--- src/rtl/rv32i_pkg.sv ---
// Shared RV32I register-file constants: geometry and ABI register aliases.
package rv32i_pkg;

    localparam int REG_COUNT  = 32;
    localparam int REG_ADDR_W = 5;
    localparam int XLEN       = 32;

    localparam logic [REG_ADDR_W-1:0] REG_ZERO = 5'd0;
    localparam logic [REG_ADDR_W-1:0] REG_RA   = 5'd1;
    localparam logic [REG_ADDR_W-1:0] REG_SP   = 5'd2;
    localparam logic [REG_ADDR_W-1:0] REG_GP   = 5'd3;
    localparam logic [REG_ADDR_W-1:0] REG_TP   = 5'd4;
    localparam logic [REG_ADDR_W-1:0] REG_T0   = 5'd5;
    localparam logic [REG_ADDR_W-1:0] REG_T1   = 5'd6;
    localparam logic [REG_ADDR_W-1:0] REG_T2   = 5'd7;
    localparam logic [REG_ADDR_W-1:0] REG_S0   = 5'd8;
    localparam logic [REG_ADDR_W-1:0] REG_FP   = 5'd8;
    localparam logic [REG_ADDR_W-1:0] REG_S1   = 5'd9;
    localparam logic [REG_ADDR_W-1:0] REG_A0   = 5'd10;
    localparam logic [REG_ADDR_W-1:0] REG_A1   = 5'd11;
    localparam logic [REG_ADDR_W-1:0] REG_A2   = 5'd12;
    localparam logic [REG_ADDR_W-1:0] REG_A3   = 5'd13;
    localparam logic [REG_ADDR_W-1:0] REG_A4   = 5'd14;
    localparam logic [REG_ADDR_W-1:0] REG_A5   = 5'd15;
    localparam logic [REG_ADDR_W-1:0] REG_A6   = 5'd16;
    localparam logic [REG_ADDR_W-1:0] REG_A7   = 5'd17;
    localparam logic [REG_ADDR_W-1:0] REG_S2   = 5'd18;
    localparam logic [REG_ADDR_W-1:0] REG_S3   = 5'd19;
    localparam logic [REG_ADDR_W-1:0] REG_S4   = 5'd20;
    localparam logic [REG_ADDR_W-1:0] REG_S5   = 5'd21;
    localparam logic [REG_ADDR_W-1:0] REG_S6   = 5'd22;
    localparam logic [REG_ADDR_W-1:0] REG_S7   = 5'd23;
    localparam logic [REG_ADDR_W-1:0] REG_S8   = 5'd24;
    localparam logic [REG_ADDR_W-1:0] REG_S9   = 5'd25;
    localparam logic [REG_ADDR_W-1:0] REG_S10  = 5'd26;
    localparam logic [REG_ADDR_W-1:0] REG_S11  = 5'd27;
    localparam logic [REG_ADDR_W-1:0] REG_T3   = 5'd28;
    localparam logic [REG_ADDR_W-1:0] REG_T4   = 5'd29;
    localparam logic [REG_ADDR_W-1:0] REG_T5   = 5'd30;
    localparam logic [REG_ADDR_W-1:0] REG_T6   = 5'd31;

endpackage

--- src/rtl/decoder_5_to_32.sv ---
// Write-enable decoder: out[i] = ena & (in == i); one-hot or all-zero.
module decoder_5_to_32 (
    input  logic        ena,
    input  logic [4:0]  in,
    output logic [31:0] out
);

    always_comb begin
        out = '0;
        for (int i = 0; i < 32; i++) begin
            out[i] = ena && (in == 5'(i));
        end
    end

endmodule

--- src/rtl/mux32.sv ---
// 32-way combinational read select; input i occupies in_bus[i*N +: N].
module mux32 #(
    parameter int N = 32
) (
    input  logic [32*N-1:0] in_bus,
    input  logic [4:0]      s,
    output logic [N-1:0]    out
);

    always_comb begin
        out = '0;
        for (int i = 0; i < 32; i++) begin
            if (s == 5'(i)) begin
                out = in_bus[i*N +: N];
            end
        end
    end

endmodule

--- src/rtl/register.sv ---
// N-bit storage flop with synchronous active-high reset and clock enable.
// Priority: rst > ena > hold.
module register #(
    parameter int            N           = 32,
    parameter logic [N-1:0]  RESET_VALUE = '0
) (
    input  logic         clk,
    input  logic         rst,
    input  logic         ena,
    input  logic [N-1:0] d,
    output logic [N-1:0] q
);

    logic [N-1:0] q_d;
    logic [N-1:0] q_q;

    always_comb begin
        q_d = q_q;
        if (ena) begin
            q_d = d;
        end
    end

    always_ff @(posedge clk) begin
        if (rst) begin
            q_q <= RESET_VALUE;
        end else begin
            q_q <= q_d;
        end
    end

    assign q = q_q;

endmodule

--- src/rtl/regfile_2r1w.sv ---
// RV32I integer register file: 31 stored registers (x1..x31), x0 hard-wired to zero,
// one clocked write port and two combinational read ports without write-through.
module regfile_2r1w
    import rv32i_pkg::*;
#(
    parameter int                     DATA_WIDTH  = XLEN,
    parameter logic [DATA_WIDTH-1:0]  RESET_VALUE = '0
) (
    input  logic                  clk,
    input  logic                  rst,
    input  logic                  wr_ena,
    input  logic [4:0]            wr_addr,
    input  logic [DATA_WIDTH-1:0] wr_data,
    input  logic [4:0]            rd_addr0,
    output logic [DATA_WIDTH-1:0] rd_data0,
    input  logic [4:0]            rd_addr1,
    output logic [DATA_WIDTH-1:0] rd_data1
);

    logic [REG_COUNT-1:0]            wr_en;
    logic [REG_COUNT*DATA_WIDTH-1:0] regs_bus;
    logic                            unused_wr_en0;

    decoder_5_to_32 u_wr_dec (
        .ena (wr_ena),
        .in  (wr_addr),
        .out (wr_en)
    );

    // x0 has no storage, so its decoded enable goes nowhere.
    assign unused_wr_en0           = wr_en[0];
    assign regs_bus[DATA_WIDTH-1:0] = '0;

    for (genvar i = 1; i < REG_COUNT; i++) begin : g_reg
        register #(
            .N           (DATA_WIDTH),
            .RESET_VALUE (RESET_VALUE)
        ) u_reg (
            .clk (clk),
            .rst (rst),
            .ena (wr_en[i]),
            .d   (wr_data),
            .q   (regs_bus[i*DATA_WIDTH +: DATA_WIDTH])
        );
    end

    mux32 #(.N(DATA_WIDTH)) u_rd_mux0 (
        .in_bus (regs_bus),
        .s      (rd_addr0),
        .out    (rd_data0)
    );

    mux32 #(.N(DATA_WIDTH)) u_rd_mux1 (
        .in_bus (regs_bus),
        .s      (rd_addr1),
        .out    (rd_data1)
    );

endmodule

--- config.mk ---
export PLATFORM = sky130hd
export DESIGN_NAME = regfile_2r1w
export DESIGN_NICKNAME = d
export VERILOG_FILES = /design/src/rtl/rv32i_pkg.sv /design/src/rtl/decoder_5_to_32.sv /design/src/rtl/mux32.sv /design/src/rtl/register.sv /design/src/rtl/regfile_2r1w.sv
export SDC_FILE = /design/constraint.sdc
export NUM_CORES = 2
export LEC_CHECK = 0
export CAP_MARGIN = 25
export CORE_ASPECT_RATIO = 0.75
export CORE_UTILIZATION = 45
export CTS_BUF_LIST = sky130_fd_sc_hd__clkbuf_16
export DETAILED_ROUTE_END_ITERATION = 8
export SLEW_MARGIN = 15
export SYNTH_ARGS = -nofsm -noshare
export SYNTH_HDL_FRONTEND = slang
export SYNTH_SLANG_ARGS = --single-unit
--- constraint.sdc ---
create_clock -name clk -period 4.1 [get_ports clk]
set_clock_uncertainty 0.2 [all_clocks]
set_input_delay 0.82 -clock clk [delete_from_list [all_inputs] [get_ports clk]]
set_output_delay 0.82 -clock clk [all_outputs]
set_load 0.05 [all_outputs]
==> run summary <==
The slowest stage of the critical path belongs to the cell sky130_fd_sc_hd__a311oi_4. The transition time of the tightest slew-check pin came out at ~890 ps. In this run the critical register-to-register path is launched from g_reg[8].u_reg.q[17]$_SDFFE_PP0P_. The growth of design area from synthesis to finish came out at 39.0%.

The number of inserted filler cells in the final layout is between 9,000 and 10,000. The final number of hold-violating endpoints is 0. The sum of internal, switching and leakage power came out at between 0.02 and 0.025 W. The leading cell type in the layout, fill and taps excluded is sky130_fd_sc_hd__nand2_1.

In this run switching power makes up a little under a third of total power. The number of placement rows came out at 106. The post-route netlist has approximately 25% of its cells at a drive strength greater than 1. The detailed-routing iteration count for the pre-antenna-repair pass came out at 9. The final-report max-slew violation count is 0. The register with the most flip-flops in the layout has roughly 1,000 of them. The initial antenna violation count came out at 7. Broken down by cell family, the worst path's largest delay share belongs to simple AND/OR/NAND/NOR gates.

The fraction of the cycle the final worst path needs came out at 112%. The total overflow left after global routing is 0. The critical path is of the in -> out type. The die boundary height came out at roughly 290 µm. The routed metal-1 wirelength is between 100 and 150 mm. For this run, the register share of the synthesized area comes to 38.8%.

The synthesis-stage register bit count is about 990. The number of buffers inserted during clock tree synthesis is between 100 and 150. The average instance area after synthesis is a little over 7 µm². The total standard cell area after synthesis came out at 51,100 µm². After detailed routing, no signal wire sits above met5.

The DRC violation count after routing is 0. The internal portion of the total power is between 0.015 and 0.02 W. The final reports fail on negative setup slack. The final critical delay including setup and external delays came out at 4610 ps. The maximum vdd ir drop is between 0.3 and 0.4 mV. The total setup violations reported at the end of the flow came out at between 50 and 60. The worst setup path is launched from an input pin. The capturing element of the worst setup path is rd_data0[28].

The remaining max-slew budget at the tightest pin came out at about two fifths. The sequential group share of total power is 40.7%. The final design utilization came out at a little under two thirds. The fraction of synthesis flops using an asynchronous set or reset pin is 0%. For this configuration, the core starts out at a cell density of between 40% and 50%.

In the final routed layout, each cell accounts on average for approximately 33 µm. The logic depth of the worst register-to-register path is 2. The die area is between 100,000 and 150,000 µm².

The number of cells on the critical path is 11. Setup repair after global routing could not meet its margin everywhere. In this run, synthesis inferred 0 flip-flops with an integrated enable. The number of global-route vias before repair is 58,604. The maximum buffer depth of the clock tree is 3. The clock reaches the later pin of the worst-skew pair after about 700 ps.

The horizontal extent of the die is slightly below 400 µm. The core footprint is 112,000 µm². The worst setup path is captured at an output port. The final HPWL from detailed placement came out at around 220 mm. The switching power is approximately 0.0073 W. In this design, the critical path's most frequently occurring cell is sky130_fd_sc_hd__buf_4. The data required time at the worst endpoint is between 3000 and 4000 ps. The endpoint identified for the worst register-to-register timing path is g_reg[8].u_reg.q[17]$_SDFFE_PP0P_. The detailed route wirelength on metal2 came out at around 120 mm.

The remaining antenna violation count after routing came out at 0. The areal power density over the cells came out at 338 nW/µm². The clock-pin slew of the registers on the worst-case setup and hold paths came out at around 60 ps. Global routing used between 50 and 60% of the available tracks across all layers. At the end of the flow, the number of nets in the layout was 8,033. The number of cells after detailed placement is 9,164. The logic gate share of total power is a little under a fifth.

The critical path starts at rd_addr0[1]. The maximum achievable frequency came out at ~220 MHz. The top cell types in the final layout, fill and taps aside, are sky130_fd_sc_hd__nand2_1 (2,210), sky130_fd_sc_hd__a21oi_1 (1,207), sky130_fd_sc_hd__dfxtp_1 (992). The CTS sink count came out at 992. The buffer type at the clock tree root is sky130_fd_sc_hd__clkbuf_16. In this run the worst hold path is classified as reg -> reg.

Together, buffers and inverters on the worst path number 5. Synthesis produced a netlist whose cell count is between 7,000 and 8,000. The ratio of routed vias to standard cells came out at between 6 and 7. By area the synthesized netlist is led by sky130_fd_sc_hd__dfxtp_1 (39%), sky130_fd_sc_hd__nand2_1 (17%), sky130_fd_sc_hd__a21oi_1 (12%). The data arrival time of the worst path came out at 3590 ps.

The CTS tree is built. The wire length of the first global-routing pass came out at 432 mm. The critical path goes through buf_16 -> buf_4 -> buf_6 -> or3b_4 -> buf_4 -> a21oi_1 -> a211o_1 -> nand4_1 -> a311oi_4 -> nor2_4 -> buf_12. The clock network burns 40.5% of the power. The number of hold buffers added after CTS was 0. Counting distinct cell types in the post-synthesis netlist gives 95. Across all register-to-register paths, the minimum setup slack is between 3000 and 4000 ps. The flow ran to the end, but the final reports show violations.

CTS built an H-tree with a depth of 3. The final wirelength is 312 mm. The count of warnings emitted by yosys came out at 0. Along the worst path, the maximum fanout reaches 4. Pin placement for this block handled ~110 I/O pins. The final RePlAce weighted congestion is 1.10. The net count of the mapped netlist is 7,274. The overall via count from detail_route came out at approximately 65,000.

Summing all placed instances gives a cell area of around 61,000 µm². The most used flip-flop cell after synthesis is sky130_fd_sc_hd__dfxtp_1. The final standard cell area without fillers is between 70,000 and 80,000 µm². The count of max-cap constraint violations came out at 0.

Summed over all cells, the static leakage comes to 25.4 nW. Hold is met by about 260 ps. Entering global routing, the biggest net connects ~120 pins. On the worst path, the slowest cell contributes a delay of around 600 ps.

The number of port buffers is between 100 and 150. After layout, the worst setup slack is -511 ps. The routed design uses about 54 mm of met3 wire.

The largest total area in the synthesized netlist belongs to sky130_fd_sc_hd__dfxtp_1. For this run, the number of standard cells in the final layout without fillers is 9,573. The top-area cell type share of the netlist area is about two fifths. The number of DRC violations after detailed-routing iteration 0 is between 10,000 and 15,000.
-- metrics by stage --
| step | setup TNS, ps | setup WS (ps) |
|---|---|---|
| CTS | -3750 | -267 |
| floorplan | 0 | 16.5 |
| global route | -9540 | -435 |
| global placement | -35540 | -1130 |
| finish | -10250 | -511 |
| detailed placement | -35660 | -1100 |
-- logic make-up (layout without fill, tap and decap cells) --
logic type	after synthesis	in the layout	synth area share, %
AO/OA/AOI/OAI	2609	2609	31.2
buffers and inverters	718	1550	5.80
flip-flops	992	992	38.8
multiplexers	60	60	1.28
other	0	4	0
AND/OR/NAND/NOR	2845	2846	22.9
-- how the worst min path moves through the flow --
stage | start | end | slack (ps) | cells after the start
2_1_floorplan | g_reg[11].u_reg.q[0]$_SDFFE_PP0P_ | g_reg[11].u_reg.q[0]$_SDFFE_PP0P_ | 240 | 2
3_3_place_gp | g_reg[30].u_reg.q[20]$_SDFFE_PP0P_ | g_reg[30].u_reg.q[20]$_SDFFE_PP0P_ | 240 | 2
3_5_place_dp | g_reg[30].u_reg.q[20]$_SDFFE_PP0P_ | g_reg[30].u_reg.q[20]$_SDFFE_PP0P_ | 250 | 2
4_1_cts | g_reg[11].u_reg.q[0]$_SDFFE_PP0P_ | g_reg[11].u_reg.q[0]$_SDFFE_PP0P_ | 260 | 2
5_1_grt | g_reg[30].u_reg.q[20]$_SDFFE_PP0P_ | g_reg[30].u_reg.q[20]$_SDFFE_PP0P_ | 290 | 2
6_report | g_reg[30].u_reg.q[20]$_SDFFE_PP0P_ | g_reg[30].u_reg.q[20]$_SDFFE_PP0P_ | 260 | 2
-- power by group through the flow --
stage / clock, W / combinational, W / sequential [W]
3_3_place_gp: 0 / 0.00357 / 0.00999
3_5_place_dp: 0 / 0.00358 / 0.00999
4_1_cts: 0.00966 / 0.00402 / 0.00978
5_1_grt: 0.0101 / 0.00451 / 0.00978
2_1_floorplan: 0 / 0.00159 / 0.00996
6_report: 0.00973 / 0.00453 / 0.00978
-- area by class of cell --
type	instances	area [µm²]	area share (%)
inverters	16	85.1	0.120
diodes	4	10.0	0.0141
flip-flops and latches	992	19900	27.9
clock buffers	106	2650	3.73
multi-input cells	5515	31700	44.5
well taps	1512	1890	2.66
clock inverters	73	664	0.934
repair buffers	1355	14300	20.1
-- tightest hold or removal path: stages (launching register included) --
cell and delay, ps:
sky130_fd_sc_hd__dfxtp_1 310, sky130_fd_sc_hd__nand2_1 50, sky130_fd_sc_hd__a21oi_1 60
-- repair_timing --
item	in CTS	in global routing
gates cloned	11	7
hold endpoints to repair	0	0
resized for setup	616	428
setup buffers	103	146
pin swaps	192	239
endpoints found under the setup margin	64	64
-- synthesized netlist by cell type, drive strengths merged, types with 33 or more instances --
master	number
a221o	53
a21oi	1262
nand2	2257
nor2	246
dfxtp	992
o211ai	44
nor3	61
a22oi	150
buf	151
nor2b	33
a222oi	48
nand3	72
mux2i	45
a221oi	64
nand3b	42
o21ai	353
o221ai	43
clkbuf	551
a21o	33
a31oi	38
a211oi	63
o22ai	228
-- per-layer routing --
metal | vias to the layer above | GRT usage (%)
li1 | 27078 | -
met1 | 30532 | 70.0
met2 | 5915 | 69.3
met3 | 1269 | 19.9
met4 | 6 | 29.3
met5 | - | 1.06
Note: power is estimated with default switching activity, not from simulation.
